File: src/rtl/mem_bus_arbiter_pkg.sv
// Shared types for the unified-memory arbiter: FSM state encoding and bus widths.
package mem_bus_arbiter_pkg;

  localparam int unsigned REG_BUS_W = 32;
  localparam int unsigned SEL_W     = 4;
  localparam logic [SEL_W-1:0] SEL_WORD = 4'hF;

  typedef enum logic [1:0] {
    ARB_IDLE  = 2'd0,
    ARB_FETCH = 2'd1,
    ARB_DATA  = 2'd2
  } arb_state_e;

endpackage

File: src/rtl/mem_bus_arbiter.sv
// Arbitrates one single-ported memory between fetch and data access; data has priority.
// Optional ack timeout with sticky bus error enabled by defining MEM_ARB_TIMEOUT_EN.
module mem_bus_arbiter
  import mem_bus_arbiter_pkg::*;
#(
  parameter int unsigned TIMEOUT_CYCLES = 16
) (
  input  logic                 clk,
  input  logic                 rst,
  input  logic [5:0]           stall_i,
  input  logic                 if_ce_i,
  input  logic [REG_BUS_W-1:0] if_addr_i,
  output logic [REG_BUS_W-1:0] if_data_o,
  output logic                 if_stallreq_o,
  input  logic                 d_ce_i,
  input  logic                 d_we_i,
  input  logic [SEL_W-1:0]     d_sel_i,
  input  logic [REG_BUS_W-1:0] d_addr_i,
  input  logic [REG_BUS_W-1:0] d_wdata_i,
  output logic [REG_BUS_W-1:0] d_data_o,
  output logic                 d_stallreq_o,
  output logic                 mem_req_o,
  output logic                 mem_we_o,
  output logic [SEL_W-1:0]     mem_sel_o,
  output logic [REG_BUS_W-1:0] mem_addr_o,
  output logic [REG_BUS_W-1:0] mem_wdata_o,
  input  logic [REG_BUS_W-1:0] mem_rdata_i,
  input  logic                 mem_ack_i,
  output logic                 bus_err_o
);

  arb_state_e           state_q, state_d;
  logic                 req_q, req_d;
  logic                 we_q, we_d;
  logic [SEL_W-1:0]     sel_q, sel_d;
  logic [REG_BUS_W-1:0] addr_q, addr_d;
  logic [REG_BUS_W-1:0] wdata_q, wdata_d;
  logic [REG_BUS_W-1:0] if_data_q, if_data_d;
  logic [REG_BUS_W-1:0] d_data_q, d_data_d;
  logic                 if_done_q, if_done_d;
  logic                 d_done_q, d_done_d;
  logic                 bus_err_q, bus_err_d;

  logic unused_stall;
  assign unused_stall = ^{stall_i[5], stall_i[3:2], stall_i[0]};

`ifdef MEM_ARB_TIMEOUT_EN
  localparam int unsigned CNT_W = $clog2(TIMEOUT_CYCLES + 1);
  localparam logic [CNT_W-1:0] CNT_LAST = CNT_W'(TIMEOUT_CYCLES - 1);
  logic [CNT_W-1:0] cnt_q, cnt_d;
`else
  localparam int unsigned unused_timeout = TIMEOUT_CYCLES;
`endif

  always_comb begin
    state_d   = state_q;
    req_d     = req_q;
    we_d      = we_q;
    sel_d     = sel_q;
    addr_d    = addr_q;
    wdata_d   = wdata_q;
    if_data_d = if_data_q;
    d_data_d  = d_data_q;
    if_done_d = if_done_q;
    d_done_d  = d_done_q;
    bus_err_d = bus_err_q;
`ifdef MEM_ARB_TIMEOUT_EN
    cnt_d     = cnt_q;
`endif

    // done marks "this pipeline slot already got its access"; it drops once the stage advances
    if (!if_ce_i || (if_done_q && !stall_i[1])) if_done_d = 1'b0;
    if (!d_ce_i  || (d_done_q  && !stall_i[4])) d_done_d  = 1'b0;

    unique case (state_q)
      ARB_IDLE: begin
`ifdef MEM_ARB_TIMEOUT_EN
        cnt_d = '0;
`endif
        if (d_ce_i && !d_done_q) begin
          state_d = ARB_DATA;
          req_d   = 1'b1;
          we_d    = d_we_i;
          sel_d   = d_sel_i;
          addr_d  = d_addr_i;
          wdata_d = d_wdata_i;
        end else if (if_ce_i && !if_done_q) begin
          state_d = ARB_FETCH;
          req_d   = 1'b1;
          we_d    = 1'b0;
          sel_d   = SEL_WORD;
          addr_d  = if_addr_i;
          wdata_d = '0;
        end
      end
      ARB_FETCH, ARB_DATA: begin
        if (mem_ack_i) begin
          state_d = ARB_IDLE;
          req_d   = 1'b0;
          if (state_q == ARB_FETCH) begin
            if_data_d = mem_rdata_i;
            if_done_d = 1'b1;
          end else begin
            if (!we_q) d_data_d = mem_rdata_i;
            d_done_d = 1'b1;
          end
        end
`ifdef MEM_ARB_TIMEOUT_EN
        else if (cnt_q == CNT_LAST) begin
          state_d   = ARB_IDLE;
          req_d     = 1'b0;
          bus_err_d = 1'b1;
          if (state_q == ARB_FETCH) begin
            if_data_d = '0;
            if_done_d = 1'b1;
          end else begin
            if (!we_q) d_data_d = '0;
            d_done_d = 1'b1;
          end
        end else begin
          cnt_d = cnt_q + 1'b1;
        end
`endif
      end
      default: begin
        state_d = ARB_IDLE;
        req_d   = 1'b0;
      end
    endcase
  end

  always_ff @(posedge clk) begin
    if (rst) begin
      state_q   <= ARB_IDLE;
      req_q     <= 1'b0;
      we_q      <= 1'b0;
      sel_q     <= '0;
      addr_q    <= '0;
      wdata_q   <= '0;
      if_data_q <= '0;
      d_data_q  <= '0;
      if_done_q <= 1'b0;
      d_done_q  <= 1'b0;
      bus_err_q <= 1'b0;
`ifdef MEM_ARB_TIMEOUT_EN
      cnt_q     <= '0;
`endif
    end else begin
      state_q   <= state_d;
      req_q     <= req_d;
      we_q      <= we_d;
      sel_q     <= sel_d;
      addr_q    <= addr_d;
      wdata_q   <= wdata_d;
      if_data_q <= if_data_d;
      d_data_q  <= d_data_d;
      if_done_q <= if_done_d;
      d_done_q  <= d_done_d;
      bus_err_q <= bus_err_d;
`ifdef MEM_ARB_TIMEOUT_EN
      cnt_q     <= cnt_d;
`endif
    end
  end

  assign if_stallreq_o = if_ce_i & ~if_done_q;
  assign d_stallreq_o  = d_ce_i & ~d_done_q;
  assign if_data_o     = if_data_q;
  assign d_data_o      = d_data_q;
  assign mem_req_o     = req_q;
  assign mem_we_o      = we_q;
  assign mem_sel_o     = sel_q;
  assign mem_addr_o    = addr_q;
  assign mem_wdata_o   = wdata_q;
  assign bus_err_o     = bus_err_q;

endmodule
File: config.mk
export PLATFORM = sky130hd
export DESIGN_NAME = mem_bus_arbiter
export DESIGN_NICKNAME = d
export VERILOG_FILES = /design/src/rtl/mem_bus_arbiter_pkg.sv /design/src/rtl/mem_bus_arbiter.sv
export SDC_FILE = /design/constraint.sdc
export NUM_CORES = 1
export LEC_CHECK = 0
export CAP_MARGIN = 20
export CORE_UTILIZATION = 40
export DETAILED_ROUTE_END_ITERATION = 16
export PLACE_DENSITY = 0.93
export SETUP_SLACK_MARGIN = 0.02
export SYNTH_ARGS = -nofsm -noshare
export SYNTH_HDL_FRONTEND = slang
export SYNTH_SLANG_ARGS = --single-unit
File: constraint.sdc
create_clock -name clk -period 2.03 [get_ports clk]
set_clock_uncertainty 0.1 [all_clocks]
set_input_delay 0.203 -clock clk [delete_from_list [all_inputs] [get_ports clk]]
set_output_delay 0.203 -clock clk [all_outputs]
set_load 0.05 [all_outputs]
==> run metrics, run 1 <==
status=finished clean; crit share post-route=94.1%; vias=5105; VDD IR max=0.000824 V; post-synthesis instance total=551; Area Overhead vs Synth=64.0%; setup bufs post-CTS=0; synth warn=0; Min-Delay Path Class=input pin to flip-flop; Clock transition at path regs=0.06 ns; Fmax=524 MHz; worst slew pin tran=0.557 ns; slew margin rel.=62.8%; WP buf/inv=1; CP cell instances=clkdlybuf4s50_1; Post-DRT Antenna Nets=0; number of buffers created by CTS=17; routed len/inst=16.7 um; total grt overflow=0; initial antenna violation count=0; GRT Resource Usage Total=23.7%; layout cells sized above 1=10.7%; Post-Layout Inst Area=9000 um2; CP startpoint kind=flip-flop; vias in the first global route=5252; maxcap violations=0; CP max stage delay=0.83 ns; leading cell type in the layout, fill and taps excluded=clkdlybuf4s50_1; RSZ-0062 raised after global routing=no; Bufs on Longest Clock Path=2; family with the most delay on the worst path=buffers and inverters; CP Data Required Time=1.73 ns; Critical-path top delay cell=clkdlybuf4s50_1; Die H=119 um; Non-Filler Instances=996; dpl ws=0.0693 ns; DR iter-0 viols=271; Placed Instance Area=8370 um2; DRC viols=0; area share of the largest cell type after synthesis=50.3%; Sink Count=138; critical path class=flip-flop to output pin; Final GP Congestion=0.790; Netlist Area Pre-Place=5490 um2; Port Buf Inserts=275; final sum of negative setup slack=0 ns; most area-consuming cells after synthesis=dfxtp_1 (50%), nand2_1 (9.0%), o32ai_2 (8.0%), a21oi_1 (6.4%), a32o_1 (6.0%); Fillers=963; cell taking the most area after synthesis=dfxtp_1; Final WS setup=0.120 ns; full die area=14200 um2; Hold Buf Count CTS=0; max-slew violation count=0; Distinct cells, synth=33; H-tree depth=4; post-synthesis sequential area ratio=50.3%; Power Dens Cells=997 nW/um2; Final HPWL DP=11700 um; clock insertion delay at the later pin of the skew report=0.41 ns; Core Box Area=13300 um2; Leak=3.25 nW; placed cells=965; # diodes=0; number of I/O pins=281; first-pass GRT wire length=26100 um; die width=119 um; vias per cell=5.13; DR pass1 iterations=5; clock root buffer=clkbuf_16; nets@finish=954; largest net degree at the start of global routing=101; largest fanout on the critical path=2; Final Critical Period=1.91 ns; Initial Util=41.3%; CTS tree=yes; Crit. End Element=output pin; Core Util, Final=67.7%; #FFs+latches synth=138; syn_nets=697; commonest non-fill, non-tap cells in the layout=clkdlybuf4s50_1 (271), dfxtp_1 (138), nand2_1 (131); final setup vio count=0; total wire length=16700 um; Rows=42; Final Hold Viols=0; synthesized area per cell=9.96 um2; data arrival time of the critical path=1.61 ns
==> through the flow <==
step | hold slack [ns] | power, mW
after CTS | 0.147 | 9.04
after floorplan | 0.229 | 4.85
after detailed placement | 0.344 | 5.81
after global routing | 0.167 | 9.31
after global placement | 0.337 | 5.76
final | 0.166 | 8.97
==> path summary, 6_finish.rpt <==
check,end,cells after the start,from,slack (ns)
hold / removal,mem_sel_o[1]$_SDFFE_PP0P_,3,rst,0.17
setup reg to reg,d_data_o[23]$_SDFFE_PP0P_,6,state_q[1]$_SDFFE_PP0P_,0.33
setup / recovery,mem_sel_o[0],1,mem_sel_o[0]$_SDFFE_PP0P_,0.12
hold reg to reg,mem_req_o$_SDFFE_PP0P_,2,mem_req_o$_SDFFE_PP0P_,0.35
==> final cells by class <==
cell class                 count  area (um2)  area share (%)
timing repair buffer         289        2990            33.2
tap                          176         220            2.45
clock inverter                10         140            1.56
clock buffer                  21         480            5.34
multi-input combinational    325        2260            25.2
inverter                      37         139            1.54
sequential                   138        2760            30.7
==> repair_timing <==
item	CTS	global route
endpoints found under the setup margin	0	1
resized for setup	0	1
endpoints found under the hold margin	0	0
==> power breakdown <==
part	leakage [nW]	internal (mW)	switching [mW]
Clock	0.298	2.06	1.15
Sequential	1.13	2.96	0.133
Combinational	1.82	1.04	1.63
Total	3.25	6.06	2.91
==> Yosys cell counts (all sizes together) <==
library cell    n
a2bb2oi         1
nand3           4
nor2b           2
o32ai          32
o21a            1
clkbuf         16
o221a           4
and2            1
nand2b          2
a32o           33
buf            35
nand2         131
nor3            1
inv            37
and3            1
dfxtp         138
ha              2
o211ai          1
o21ai           3
mux2i          32
conb            1
and4bb          1
a21oi          70
nand3b          1
nand4bb         1
==> flip-flops by register name, summed over array words and instances, names as in the netlist <==
register / cells
d_data_o: 32
d_done_q: 1
if_data_o: 32
if_done_q: 1
mem_addr_o: 32
mem_req_o: 1
mem_sel_o: 4
mem_wdata_o: 32
mem_we_o: 1
state_q: 2
==> layer usage <==
metal	wire (um)	global-route usage, %	vias up	share of wire, %
met3	1420	8.67	52	8.5
met1	6200	24.0	2376	37
met5	0	0	-	0
met4	680	12.5	0	4.1
li1	-	-	2437	-
met2	8360	42.2	240	50
==> kinds of logic after synthesis <==
| family | after synthesis | share of synthesized area (%) |
|---|---|---|
| simple gates | 145 | 10.8 |
| other cells | 1 | 0.0683 |
| fa+ha+maj | 2 | 0.456 |
| flops | 138 | 50.3 |
| compound gates | 145 | 24.1 |
| mux | 32 | 5.84 |
| buf+inv | 88 | 8.41 |
Note: power is estimated with default switching activity, not from simulation.
==> inputs of run 2 (changes only) <==
--- a/config.mk
+++ b/config.mk
@@ -8,5 +8,6 @@
 export CAP_MARGIN = 20
-export CORE_UTILIZATION = 40
+export CORE_UTILIZATION = 43
+export CTS_CLUSTER_SIZE = 8
 export DETAILED_ROUTE_END_ITERATION = 16
-export PLACE_DENSITY = 0.93
+export PLACE_DENSITY = 0.95
 export SETUP_SLACK_MARGIN = 0.02
==> constraint.sdc (replaced) <==
create_clock -name clk -period 2.37 [get_ports clk]
set_clock_uncertainty 0.1 [all_clocks]
set_input_delay 0.3555 -clock clk [delete_from_list [all_inputs] [get_ports clk]]
set_output_delay 0.3555 -clock clk [all_outputs]
set_load 0.05 [all_outputs]
==> run 2 against run 1 <==
Against the previous run: combinational power shrank 14%; utilization grew 6.0 points; register-to-register slack improved by 0.23 ns; critical path depth did not move; hold slack better by 0.057 ns; cell area about the same.
==> run metrics, run 2 (synthesized netlist as in run 1, its figures left out) <==
final setup vio count=0; total grt overflow=0; DR iter-0 viols=370; CP Data Required Time=1.91 ns; RSZ-0062 raised after global routing=no; Bufs on Longest Clock Path=2; data arrival time of the critical path=1.68 ns; nets@finish=955; maxcap violations=0; leading cell type in the layout, fill and taps excluded=clkdlybuf4s50_1; post-CTS sizing=0; first-pass GRT wire length=27200 um; Final HPWL DP=12000 um; initial antenna violation count=1; CTS tree=yes; number of buffers created by CTS=17; CP cell instances=clkdlybuf4s50_1; Hold Buf Count CTS=0; die width=115 um; GRT Resource Usage Total=27.4%; Critical-path top delay cell=clkdlybuf4s50_1; Placed Instance Area=8330 um2; Rows=40; VDD IR max=0.000796 V; clock network fraction of design power=37.0%; Sw Ratio=32.3%; Port Buf Inserts=275; dpl ws=0.208 ns; H-tree depth=4; Sink Count=138; largest fanout on the critical path=2; Post-Layout Inst Area=8990 um2; number of I/O pins=281; Final WS setup=0.236 ns; Post-DRT Antenna Nets=0; vias in the first global route=5219; Final Hold Viols=0; Fillers=837; crit share post-route=90.0%; total internal power=5.31 mW; Clock transition at path regs=0.06 ns; Die H=115 um; commonest non-fill, non-tap cells in the layout=clkdlybuf4s50_1 (272), dfxtp_1 (138), nand2_1 (131); critical path class=flip-flop to output pin; vias=5201; part of the power in registers=33.9%; Fin Hold WS=0.223 ns; Power Dens Cells=873 nW/um2; logic gate share of total power=29.1%; DR pass1 iterations=5; Final Critical Period=2.13 ns; Area Overhead vs Synth=63.9%; WP buf/inv=1; Min-Delay Path Class=input pin to flip-flop; Core Box Area=12200 um2; P_sw=2.54 mW; layout cells sized above 1=10.9%; full die area=13200 um2; final sum of negative setup slack=0 ns; DRC viols=0; CP startpoint kind=flip-flop; routed len/inst=18.2 um; Initial Util=44.9%; total wire length=18100 um; Crit. End Element=output pin; vias per cell=5.25; Fmax=469 MHz; status=finished clean; Final Power=7.85 mW; Leak=3.24 nW; max-slew violation count=0; clock insertion delay at the later pin of the skew report=0.41 ns; worst slew pin tran=0.589 ns; largest net degree at the start of global routing=101; slew margin rel.=60.6%; family with the most delay on the worst path=buffers and inverters; setup bufs post-CTS=0; Final GP Congestion=0.784; CP max stage delay=0.89 ns; clock root buffer=clkbuf_16
run 2: final cells by class:
cell class,instances,area (um2),share of cell area [%]
inverters,37,139,1.54
clock buffers,22,494,5.50
clock inverters,10,161,1.79
multi-input cells,325,2260,25.2
diodes,1,2.50,0.0278
repair buffers,290,2960,32.9
well taps,168,210,2.34
flip-flops and latches,138,2760,30.7
run 2: per-stage QoR:
step | cells | util, %
after floorplan | 551 | -
after global placement | 958 | 68.2
after detailed placement | 958 | 68.2
after CTS | 990 | 73.6
after global routing | 990 | 73.6
final | 991 | 73.6
run 2: final timing paths:
path	start	end	depth (start not counted)	slack (ns)
worst max-delay path	mem_sel_o[2]$_SDFFE_PP0P_	mem_sel_o[2]	1	0.24
worst min register to register	mem_req_o$_SDFFE_PP0P_	mem_req_o$_SDFFE_PP0P_	2	0.35
worst max register to register	state_q[1]$_SDFFE_PP0P_	mem_addr_o[30]$_SDFFE_PP0P_	5	0.56
worst min-delay path	rst	mem_req_o$_SDFFE_PP0P_	4	0.22
run 2: routing by layer:
metal | vias up | global-route usage, % | wire length [um]
met5 | - | 0 | 0
met4 | 0 | 15.2 | 736
met3 | 55 | 10.6 | 1660
met2 | 248 | 49.8 | 9410
met1 | 2453 | 26.7 | 6260
li1 | 2445 | - | -
run 2: power groups by stage:
| stage | logic, mW | registers [mW] | clock network [mW] |
|---|---|---|---|
| detailed placement | 2.27 | 2.70 | 0 |
| global placement | 2.23 | 2.68 | 0 |
| floorplan | 0.736 | 3.41 | 0 |
| finish | 2.29 | 2.66 | 2.90 |
| CTS | 2.29 | 2.66 | 2.94 |
| global route | 2.38 | 2.68 | 3.05 |
==> inputs of run 3 (changes only) <==
- CORE_ASPECT_RATIO: not set -> 1.25
==> run 3 against run 2 <==
Against the previous run: register-to-register slack better by 0.05 ns; combinational power is 2% lower; via count decreased by 2.1%; critical endpoint is now mem_addr_o[30]; largest cell class unchanged; sequential power hardly changed; utilization decreased by 1.2 points; hold slack worse by 0.0096 ns; first-iteration DRC count decreased by 58%.
==> run metrics, run 3 (synthesized netlist as in run 1, its figures left out) <==
DRC viols=0; post-CTS sizing=0; initial antenna violation count=0; CP cell instances=clkdlybuf4s50_1; family with the most delay on the worst path=buffers and inverters; Rows=45; Fin Hold WS=0.214 ns; Power Dens Cells=847 nW/um2; final sum of negative setup slack=0 ns; total grt overflow=0; CTS tree=yes; Sink Count=138; Clock transition at path regs=0.05 ns; Hold Buf Count CTS=0; Area Overhead vs Synth=61.9%; Die H=128 um; worst slew pin tran=0.600 ns; routed len/inst=16.7 um; slew margin rel.=59.8%; Initial Util=44.7%; crit share post-route=87.4%; final setup vio count=0; WP buf/inv=1; Core Box Area=12300 um2; layout cells sized above 1=10.0%; Fmax=483 MHz; DR iter-0 viols=157; DR pass1 iterations=5; VDD IR max=0.000495 V; vias per cell=5.18; commonest non-fill, non-tap cells in the layout=clkdlybuf4s50_1 (272), dfxtp_1 (138), nand2_1 (131); CP startpoint kind=flip-flop; full die area=13200 um2; Port Buf Inserts=275; Final HPWL DP=11500 um; vias in the first global route=5049; status=finished clean; clock insertion delay at the later pin of the skew report=0.41 ns; H-tree depth=4; Min-Delay Path Class=input pin to flip-flop; die width=103 um; RSZ-0062 raised after global routing=no; largest fanout on the critical path=2; number of buffers created by CTS=17; setup bufs post-CTS=0; # diodes=0; clock root buffer=clkbuf_16; critical path class=flip-flop to output pin; total wire length=16400 um; Final Hold Viols=0; CP max stage delay=0.88 ns; nets@finish=953; maxcap violations=0; Final Critical Period=2.07 ns; data arrival time of the critical path=1.61 ns; Final GP Congestion=0.821; first-pass GRT wire length=24800 um; Bufs on Longest Clock Path=2; largest net degree at the start of global routing=101; Crit. End Element=output pin; GRT Resource Usage Total=24.8%; Post-DRT Antenna Nets=0; Critical-path top delay cell=clkdlybuf4s50_1; max-slew violation count=0; Leak=3.20 nW; CP Data Required Time=1.91 ns; vias=5091; leading cell type in the layout, fill and taps excluded=clkdlybuf4s50_1; number of I/O pins=281
[run 3: cell types whose count changed in the layout (fill, tap and decap cells not counted)]
cell	change
clkinvlp_4	-2
buf_4	-1
bufinv_16	-1
clkbuf_8	-3
clkbuf_1	+4
diode_2	-1
buf_12	-1
[run 3: per-layer routing]
| layer | routed length, um | vias up | part of all wire, % | GRT usage (%) |
|---|---|---|---|---|
| met4 | 691 | 0 | 4.2 | 13.4 |
| met3 | 1160 | 49 | 7.1 | 7.85 |
| met5 | 0 | - | 0 | 0 |
| met1 | 5840 | 2397 | 36 | 24.6 |
| li1 | - | 2432 | - | - |
| met2 | 8670 | 213 | 53 | 45.2 |
[run 3: path summary, 6_finish.rpt]
path / slack (ns) / end / cells past startpoint / startpoint
setup / recovery: 0.30 / mem_addr_o[30] / 1 / mem_addr_o[30]$_SDFFE_PP0P_
hold / removal: 0.21 / mem_req_o$_SDFFE_PP0P_ / 4 / rst
setup reg to reg: 0.61 / mem_addr_o[20]$_SDFFE_PP0P_ / 5 / state_q[0]$_SDFFE_PP0P_
hold reg to reg: 0.35 / mem_req_o$_SDFFE_PP0P_ / 2 / mem_req_o$_SDFFE_PP0P_
[run 3: per-stage QoR]
| stage | instances | util (%) | setup WS [ns] | power, mW | cell area (um2) |
|---|---|---|---|---|---|
| 2_1_floorplan | 551 | - | 0.817 | 4.15 | 5490 |
| 4_1_cts | 982 | 72.4 | 0.272 | 7.58 | 8890 |
| 3_3_place_gp | 952 | 67.6 | 0.261 | 4.89 | 8300 |
| 3_5_place_dp | 952 | 67.6 | 0.216 | 4.94 | 8300 |
| 5_1_grt | 982 | 72.4 | 0.227 | 7.83 | 8890 |
| 6_report | 982 | 72.4 | 0.300 | 7.53 | 8890 |
[run 3: layout make-up]
type	count	area, um2
clock inverters	7	116
well taps	164	205
clock buffers	23	468
inverters	37	139
repair buffers	288	2930
multi-input cells	325	2260
fillers	867	3390
flip-flops and latches	138	2760
[run 3: where the power goes]
group          switching (mW)  internal (mW)  total, mW
clock network           0.933           1.70       2.63
registers               0.116           2.54       2.66
logic                    1.38          0.859       2.24
total                    2.43           5.10       7.53
